--- src/rtl/mem_arbiter_if.sv ---
// Bundle of IFU, LSU and memory-port signals around the memory arbiter.
// The slave modport is the arbiter's view; master is the requester/memory side.
interface mem_arbiter_if #(
  parameter int ADDR_W = 32,
  parameter int DATA_W = 32,
  parameter int MASK_W = 8
);
  logic              ifu_req_valid;
  logic              ifu_req_ready;
  logic [ADDR_W-1:0] ifu_raddr;
  logic              ifu_resp_valid;
  logic [DATA_W-1:0] ifu_rdata;

  logic              lsu_req_valid;
  logic              lsu_req_ready;
  logic [ADDR_W-1:0] lsu_addr;
  logic              lsu_wen;
  logic [DATA_W-1:0] lsu_wdata;
  logic [MASK_W-1:0] lsu_wmask;
  logic              lsu_resp_valid;
  logic [DATA_W-1:0] lsu_rdata;

  logic              mem_req_valid;
  logic              mem_req_ready;
  logic [ADDR_W-1:0] mem_addr;
  logic              mem_wen;
  logic [DATA_W-1:0] mem_wdata;
  logic [MASK_W-1:0] mem_wmask;
  logic              mem_resp_valid;
  logic [DATA_W-1:0] mem_rdata;

  modport slave (
    input  ifu_req_valid, ifu_raddr,
    input  lsu_req_valid, lsu_addr, lsu_wen, lsu_wdata, lsu_wmask,
    input  mem_req_ready, mem_resp_valid, mem_rdata,
    output ifu_req_ready, ifu_resp_valid, ifu_rdata,
    output lsu_req_ready, lsu_resp_valid, lsu_rdata,
    output mem_req_valid, mem_addr, mem_wen, mem_wdata, mem_wmask
  );

  modport master (
    output ifu_req_valid, ifu_raddr,
    output lsu_req_valid, lsu_addr, lsu_wen, lsu_wdata, lsu_wmask,
    output mem_req_ready, mem_resp_valid, mem_rdata,
    input  ifu_req_ready, ifu_resp_valid, ifu_rdata,
    input  lsu_req_ready, lsu_resp_valid, lsu_rdata,
    input  mem_req_valid, mem_addr, mem_wen, mem_wdata, mem_wmask
  );
endinterface

--- src/rtl/mem_arbiter.sv ---
// Single-outstanding arbiter sharing one memory port between IFU and LSU.
// LSU has fixed priority; a starvation counter forces an IFU grant.
module mem_arbiter #(
  parameter int ADDR_W         = 32,
  parameter int DATA_W         = 32,
  parameter int MASK_W         = 8,
  parameter int IFU_STARVE_MAX = 4
) (
  input logic          clk,
  input logic          rst,
  mem_arbiter_if.slave bus
);
  localparam logic [1:0] S_IDLE = 2'd0;
  localparam logic [1:0] S_ISSUE = 2'd1;
  localparam logic [1:0] S_WAIT_RESP = 2'd2;
  localparam logic [1:0] S_RESP = 2'd3;
  localparam logic [7:0] STARVE_MAX = 8'(IFU_STARVE_MAX);

  logic [1:0]        state_r;
  logic              owner_lsu_r;
  logic [7:0]        starve_cnt_r;
  logic [ADDR_W-1:0] addr_r;
  logic              wen_r;
  logic [DATA_W-1:0] wdata_r;
  logic [MASK_W-1:0] wmask_r;
  logic [DATA_W-1:0] rdata_r;
  logic              lsu_win_s;
  logic              ifu_win_s;

  // Arbitration; ready is withheld during reset so no handshake is claimed that the state cannot take.
  always_comb begin
    lsu_win_s = 1'b0;
    ifu_win_s = 1'b0;
    if ((state_r == S_IDLE) && !rst) begin
      if (bus.lsu_req_valid && !(bus.ifu_req_valid && (starve_cnt_r == STARVE_MAX))) begin
        lsu_win_s = 1'b1;
      end else if (bus.ifu_req_valid) begin
        ifu_win_s = 1'b1;
      end else begin
        lsu_win_s = 1'b0;
        ifu_win_s = 1'b0;
      end
    end else begin
      lsu_win_s = 1'b0;
      ifu_win_s = 1'b0;
    end
  end

  // Transaction FSM, request capture, starvation counter and response capture.
  always_ff @(posedge clk) begin
    if (rst) begin
      state_r      <= S_IDLE;
      owner_lsu_r  <= 1'b0;
      starve_cnt_r <= 8'd0;
      addr_r       <= '0;
      wen_r        <= 1'b0;
      wdata_r      <= '0;
      wmask_r      <= '0;
      rdata_r      <= '0;
    end else begin
      case (state_r)
        S_IDLE: begin
          if (lsu_win_s) begin
            state_r     <= S_ISSUE;
            owner_lsu_r <= 1'b1;
            addr_r      <= bus.lsu_addr;
            wen_r       <= bus.lsu_wen;
            wdata_r     <= bus.lsu_wdata;
            wmask_r     <= bus.lsu_wmask;
            if (bus.ifu_req_valid && (starve_cnt_r < STARVE_MAX)) begin
              starve_cnt_r <= starve_cnt_r + 8'd1;
            end
          end else if (ifu_win_s) begin
            state_r      <= S_ISSUE;
            owner_lsu_r  <= 1'b0;
            addr_r       <= bus.ifu_raddr;
            wen_r        <= 1'b0;
            wdata_r      <= '0;
            wmask_r      <= '0;
            starve_cnt_r <= 8'd0;
          end
        end
        S_ISSUE: begin
          // A response in the handshake cycle is deliberately not captured.
          if (bus.mem_req_ready) begin
            state_r <= S_WAIT_RESP;
          end
        end
        S_WAIT_RESP: begin
          if (bus.mem_resp_valid) begin
            rdata_r <= bus.mem_rdata;
            state_r <= S_RESP;
          end
        end
        S_RESP: begin
          state_r <= S_IDLE;
        end
        default: begin
          state_r <= S_IDLE;
        end
      endcase
    end
  end

  assign bus.ifu_req_ready  = ifu_win_s;
  assign bus.lsu_req_ready  = lsu_win_s;
  assign bus.mem_req_valid  = (state_r == S_ISSUE);
  assign bus.mem_addr       = addr_r;
  assign bus.mem_wen        = wen_r;
  assign bus.mem_wdata      = wdata_r;
  assign bus.mem_wmask      = wmask_r;
  assign bus.ifu_resp_valid = (state_r == S_RESP) && !owner_lsu_r;
  assign bus.lsu_resp_valid = (state_r == S_RESP) && owner_lsu_r;
  assign bus.ifu_rdata      = rdata_r;
  assign bus.lsu_rdata      = rdata_r;
endmodule

--- src/flat_wrapper.sv ---
// flat-port wrapper written by rule: the top's interface ports become plain ports
module mem_arbiter_flat 
#(
  parameter int ADDR_W         = 32,
  parameter int DATA_W         = 32,
  parameter int MASK_W         = 8,
  parameter int IFU_STARVE_MAX = 4
)
  (clk, rst, bus_ifu_req_valid, bus_ifu_raddr, bus_lsu_req_valid, bus_lsu_addr, bus_lsu_wen, bus_lsu_wdata, bus_lsu_wmask, bus_mem_req_ready, bus_mem_resp_valid, bus_mem_rdata, bus_ifu_req_ready, bus_ifu_resp_valid, bus_ifu_rdata, bus_lsu_req_ready, bus_lsu_resp_valid, bus_lsu_rdata, bus_mem_req_valid, bus_mem_addr, bus_mem_wen, bus_mem_wdata, bus_mem_wmask);
  mem_arbiter_if #(.ADDR_W(ADDR_W), .DATA_W(DATA_W), .MASK_W(MASK_W)) bus_i ();
  input logic clk;
  input logic rst;
  input wire logic [$bits(bus_i.ifu_req_valid)-1:0] bus_ifu_req_valid;
  input wire logic [$bits(bus_i.ifu_raddr)-1:0] bus_ifu_raddr;
  input wire logic [$bits(bus_i.lsu_req_valid)-1:0] bus_lsu_req_valid;
  input wire logic [$bits(bus_i.lsu_addr)-1:0] bus_lsu_addr;
  input wire logic [$bits(bus_i.lsu_wen)-1:0] bus_lsu_wen;
  input wire logic [$bits(bus_i.lsu_wdata)-1:0] bus_lsu_wdata;
  input wire logic [$bits(bus_i.lsu_wmask)-1:0] bus_lsu_wmask;
  input wire logic [$bits(bus_i.mem_req_ready)-1:0] bus_mem_req_ready;
  input wire logic [$bits(bus_i.mem_resp_valid)-1:0] bus_mem_resp_valid;
  input wire logic [$bits(bus_i.mem_rdata)-1:0] bus_mem_rdata;
  output wire logic [$bits(bus_i.ifu_req_ready)-1:0] bus_ifu_req_ready;
  output wire logic [$bits(bus_i.ifu_resp_valid)-1:0] bus_ifu_resp_valid;
  output wire logic [$bits(bus_i.ifu_rdata)-1:0] bus_ifu_rdata;
  output wire logic [$bits(bus_i.lsu_req_ready)-1:0] bus_lsu_req_ready;
  output wire logic [$bits(bus_i.lsu_resp_valid)-1:0] bus_lsu_resp_valid;
  output wire logic [$bits(bus_i.lsu_rdata)-1:0] bus_lsu_rdata;
  output wire logic [$bits(bus_i.mem_req_valid)-1:0] bus_mem_req_valid;
  output wire logic [$bits(bus_i.mem_addr)-1:0] bus_mem_addr;
  output wire logic [$bits(bus_i.mem_wen)-1:0] bus_mem_wen;
  output wire logic [$bits(bus_i.mem_wdata)-1:0] bus_mem_wdata;
  output wire logic [$bits(bus_i.mem_wmask)-1:0] bus_mem_wmask;
  assign bus_i.ifu_req_valid = bus_ifu_req_valid;
  assign bus_i.ifu_raddr = bus_ifu_raddr;
  assign bus_i.lsu_req_valid = bus_lsu_req_valid;
  assign bus_i.lsu_addr = bus_lsu_addr;
  assign bus_i.lsu_wen = bus_lsu_wen;
  assign bus_i.lsu_wdata = bus_lsu_wdata;
  assign bus_i.lsu_wmask = bus_lsu_wmask;
  assign bus_i.mem_req_ready = bus_mem_req_ready;
  assign bus_i.mem_resp_valid = bus_mem_resp_valid;
  assign bus_i.mem_rdata = bus_mem_rdata;
  assign bus_ifu_req_ready = bus_i.ifu_req_ready;
  assign bus_ifu_resp_valid = bus_i.ifu_resp_valid;
  assign bus_ifu_rdata = bus_i.ifu_rdata;
  assign bus_lsu_req_ready = bus_i.lsu_req_ready;
  assign bus_lsu_resp_valid = bus_i.lsu_resp_valid;
  assign bus_lsu_rdata = bus_i.lsu_rdata;
  assign bus_mem_req_valid = bus_i.mem_req_valid;
  assign bus_mem_addr = bus_i.mem_addr;
  assign bus_mem_wen = bus_i.mem_wen;
  assign bus_mem_wdata = bus_i.mem_wdata;
  assign bus_mem_wmask = bus_i.mem_wmask;
  mem_arbiter #(.ADDR_W(ADDR_W), .DATA_W(DATA_W), .MASK_W(MASK_W), .IFU_STARVE_MAX(IFU_STARVE_MAX)) u_core (.clk(clk), .rst(rst), .bus(bus_i));
endmodule
--- config.mk ---
export PLATFORM = sky130hd
export DESIGN_NAME = mem_arbiter_flat
export DESIGN_NICKNAME = d
export VERILOG_FILES = /design/src/rtl/mem_arbiter_if.sv /design/src/rtl/mem_arbiter.sv /design/src/flat_wrapper.sv
export SDC_FILE = /design/constraint.sdc
export NUM_CORES = 1
export LEC_CHECK = 0
export BUFFER_PORTS_ARGS = -buffer_cell sky130_fd_sc_hd__buf_2
export CAP_MARGIN = 20
export CORE_MARGIN = 1
export CORE_UTILIZATION = 25
export CTS_CLUSTER_SIZE = 8
export DETAILED_ROUTE_END_ITERATION = 10
export PLACE_DENSITY = 0.52
export RECOVER_POWER = 25
export SETUP_SLACK_MARGIN = 0.05
export SLEW_MARGIN = 0
export SYNTH_ARGS = -nofsm -noshare
export SYNTH_HDL_FRONTEND = slang
export SYNTH_SLANG_ARGS = --single-unit
--- constraint.sdc ---
create_clock -name clk -period 2.2 [get_ports clk]
set_input_delay 0.44 -clock clk [delete_from_list [all_inputs] [get_ports clk]]
set_output_delay 0.44 -clock clk [all_outputs]
set_load 0.01 [all_outputs]
==> out/metrics.csv <==
stage,metric,value,unit
cts,H-tree depth,4,
layout,synthesis-to-finish area growth,40.9,%
synth,post-synthesis xor/xnor area fraction,0,%
floorplanning,IO Count,285,
synth,Netlist Area Pre-Place,4820,sq um
sta,Max-slew headroom,66.6,%
sta,# setup viols final,0,
synth,Synth Area in Compound Gates,22.0,%
synth,largest family of logic cells by synthesized area,compound AO/OA/AOI/OAI gates,
layout,layout cells sized above 1,41.2,%
placement,cell area after placement,6210,sq um
floorplanning,die area,19800,sq um
floorplanning,die height,141,microns
synth,multiplexer share of the synthesized area,6.86,%
cts,CTS tree,yes,
setup_path,crit-path max cell delay,570,ps
power_and_ir_drop,Max rail drop VDD,0.000476,V
sta,Worst Slack Setup Final,29.3,ps
floorplanning,row count,50,
setup_path,Crit-path slowest cell,or4_4,
min_path,hold crit path type,in -> reg,
detailed_routing,DR vias/cell,4.37,
global_route,GRT Total Usage,13.6,%
layout,net count reported at finish,891,
detailed_routing,drt pass-1 iters,4,
detailed_routing,Remaining DRCs,0,
detailed_routing,1st-iter DRT viols,145,
layout,design area,6790,sq um
synth,Syn Inst Count,488,
setup_path,"critical path, cell by cell",or4_4 -> o31a_4 -> buf_6,
cts,root buf cell,clkbuf_16,
cts,clk buf depth,2,
synth,Synth Area in Adders,1.82,%
synth,"FF+latch count, synth",116,
floorplanning,Core Region,18800,sq um
detailed_routing,final WL,13500,microns
power_and_ir_drop,PD cells,1110,nW/um^2
setup_path,"delay-heaviest family, CP",simple AND/OR/NAND/NOR gates,
detailed_routing,wire length per cell,13.7,microns
setup_path,crit path DAT,1730,ps
cts,total CTS buffers,17,
global_route,first-pass GRT wire length,21000,microns
cts,"CTS clk-pin slew, worst paths",50,ps
sta,FMAX,461,MHz
cts,Clock Latency Late Sink,410,ps
synth,Post-Synth Simple-Gate Area,11.2,%
global_route,largest net degree at the start of global routing,48,
power_and_ir_drop,Power Total,7.52,mW
sta,RSZ-0062 raised after global routing,true,
setup_path,crit-path max FO,3,
placement,RePlAce Congestion,0.743,
global_route,initial antenna violation count,1,
synth,sequential-to-total area share from yosys stat,48.2,%
status,status,"finished, final reports clean",
sta,Setup Skew,10.8,ps
detailed_routing,Final ANT Viol Nets,0,
synth,synthesized area per cell,9.87,sq um
detailed_routing,vias,4320,
cts,Sinks on Clock Net,116,
sta,Worst Max-Slew Pin Slew,501,ps
layout,antenna cells,0,
power_and_ir_drop,Static Leak,3.24,nW
global_route,GRT overflow,0,
job,max-cap violations,0,
sta,min Tclk post-route,2170,ps
placement,IO buf count,284,
sta,final hold violations,0,
floorplanning,Initial Util,25.7,%
synth,Mapped Nets,638,
setup_path,critical path class,reg -> out,
setup_path,CP startpoint kind,register,
floorplanning,Die Wd,141,microns
sta,Tcrit/Tclk final,98.7,%
synth,Syn. warnings,0,
sta,max-slew violation count,0,
synth,Unique masters post-synth,36,
global_route,number of global-route vias before repair,4073,
placement,post-DP HPWL,9450,microns
placement,pre-CTS WS,117,ps
setup_path,Critical Path Sink Type,primary output,
setup_path,Critical Path RT,1760,ps
setup_path,Buf/Inv on CP,1,
-- cell type report --
class / instances / area [sq um]
Timing Repair Buffer: 304 / 1530
Inverter: 8 / 30.0
Clock inverter: 10 / 108
Sequential cell: 116 / 2330
Clock buffer: 22 / 454
Tap cell: 234 / 293
Multi-Input combinational cell: 294 / 2050
Fill cell: 1974 / 12000
-- registers in the layout, summed over array words and instances (netlist names) --
register and cells:
u_core.bus.mem_wmask 8, u_core.bus.mem_wen 1, u_core.bus.mem_wdata 32, u_core.starve_cnt_r 8, u_core.bus.ifu_rdata 32, u_core.bus.mem_addr 32, u_core.owner_lsu_r 1, u_core.state_r 2
-- per-layer routing --
layer  GRT usage [%]  vias up  routed length, microns
li1                -     2174                       -
met1            16.1     1941                    5850
met2            22.4      191                    6520
met3            5.13       12                     986
met4            4.86        2                     141
met5               0        -                      13
-- power breakdown --
part           internal (mW)  leakage (nW)  switching, mW
logic                  0.911          2.02           1.22
registers               2.51         0.950          0.232
clock network           1.68         0.270          0.953
-- worst paths after layout --
check,from,end,slack (ps),depth (start not counted)
setup / recovery,u_core.starve_cnt_r[6],bus_lsu_req_ready,30,3
hold / removal,bus_lsu_addr[2],u_core.bus.mem_addr[2],240,3
setup reg to reg,u_core.starve_cnt_r[6],u_core.owner_lsu_r,240,6
hold reg to reg,u_core.bus.ifu_rdata[0],u_core.bus.ifu_rdata[0],460,2
-- cell families after synthesis --
| kind of cell | count (synthesis) |
|---|---|
| compound gates | 125 |
| mux | 33 |
| flops | 116 |
| fa+ha+maj | 7 |
| buf+inv | 78 |
| simple gates | 129 |
-- cells in the final DEF, fill, tap and decap left out, types with 3 or more instances in the layout --
master,n
a21oi_1,35
a22o_1,41
and2_1,3
buf_2,218
buf_4,19
clkbuf_1,68
clkbuf_16,17
clkinv_2,5
clkinvlp_4,3
dfxtp_1,113
dfxtp_2,3
ha_1,6
inv_1,8
mux2i_1,33
nand2_1,98
nand3_1,5
nor2_1,6
nor2b_1,5
o31ai_2,32
-- cell usage after synthesis --
library cell / number / area (sq um)
buf_6: 8 / 90.1
o31ai_1: 2 / 15.0
o21ai_0: 2 / 10.0
a222oi_1: 1 / 10.0
a32o_1: 1 / 10.0
a21oi_1: 36 / 180
clkbuf_1: 21 / 78.8
o22ai_1: 1 / 6.26
buf_1: 3 / 11.3
nand2b_1: 1 / 6.26
and2_1: 3 / 18.8
o31ai_2: 32 / 400
nand3_1: 6 / 30.0
or4_1: 1 / 7.51
nor3b_1: 1 / 7.51
a21o_1: 2 / 15.0
a31oi_1: 1 / 6.26
and3b_1: 1 / 8.76
o21bai_1: 1 / 7.51
o31a_1: 2 / 17.5
inv_1: 8 / 30.0
nand4_1: 1 / 6.26
buf_4: 32 / 240
a211oi_1: 1 / 7.51
o21a_1: 2 / 15.0
nand2_1: 98 / 368
a22o_1: 41 / 359
nor2b_1: 5 / 31.3
nor4_1: 1 / 6.26
ha_1: 7 / 87.6
nor2_1: 8 / 30.0
dfxtp_1: 116 / 2320
mux2i_1: 33 / 330
nor3_1: 2 / 10.0
buf_2: 6 / 30.0
nand3b_1: 1 / 7.51
-- through the flow --
step / instances / util [%] / hold WS (ps) / setup TNS (ps)
6_report: 988 / 36.2 / 237 / 0
5_1_grt: 988 / 36.2 / 218 / -84.5
4_1_cts: 988 / 36.6 / 209 / -9.33
3_5_place_dp: 949 / 33.1 / 447 / 0
3_3_place_gp: 949 / 33.1 / 452 / 0
2_1_floorplan: 488 / - / 420 / 0
-- worst register-to-register path, stage by stage, from the launching register on --
cell and delay, ps:
dfxtp_2 310, or4_4 570, buf_4 160, buf_4 130, nor4_1 370, nor3_2 130, a21o_1 190
-- timing repair --
item                                    4_1_cts  5_1_grt
endpoints found under the setup margin        2        3
buffers inserted                              7        0
pin swaps                                     6        0
hold buffers                                  0        0
gates resized for setup                      11        2
No activity file was read; power rests on OpenSTA's default activity.
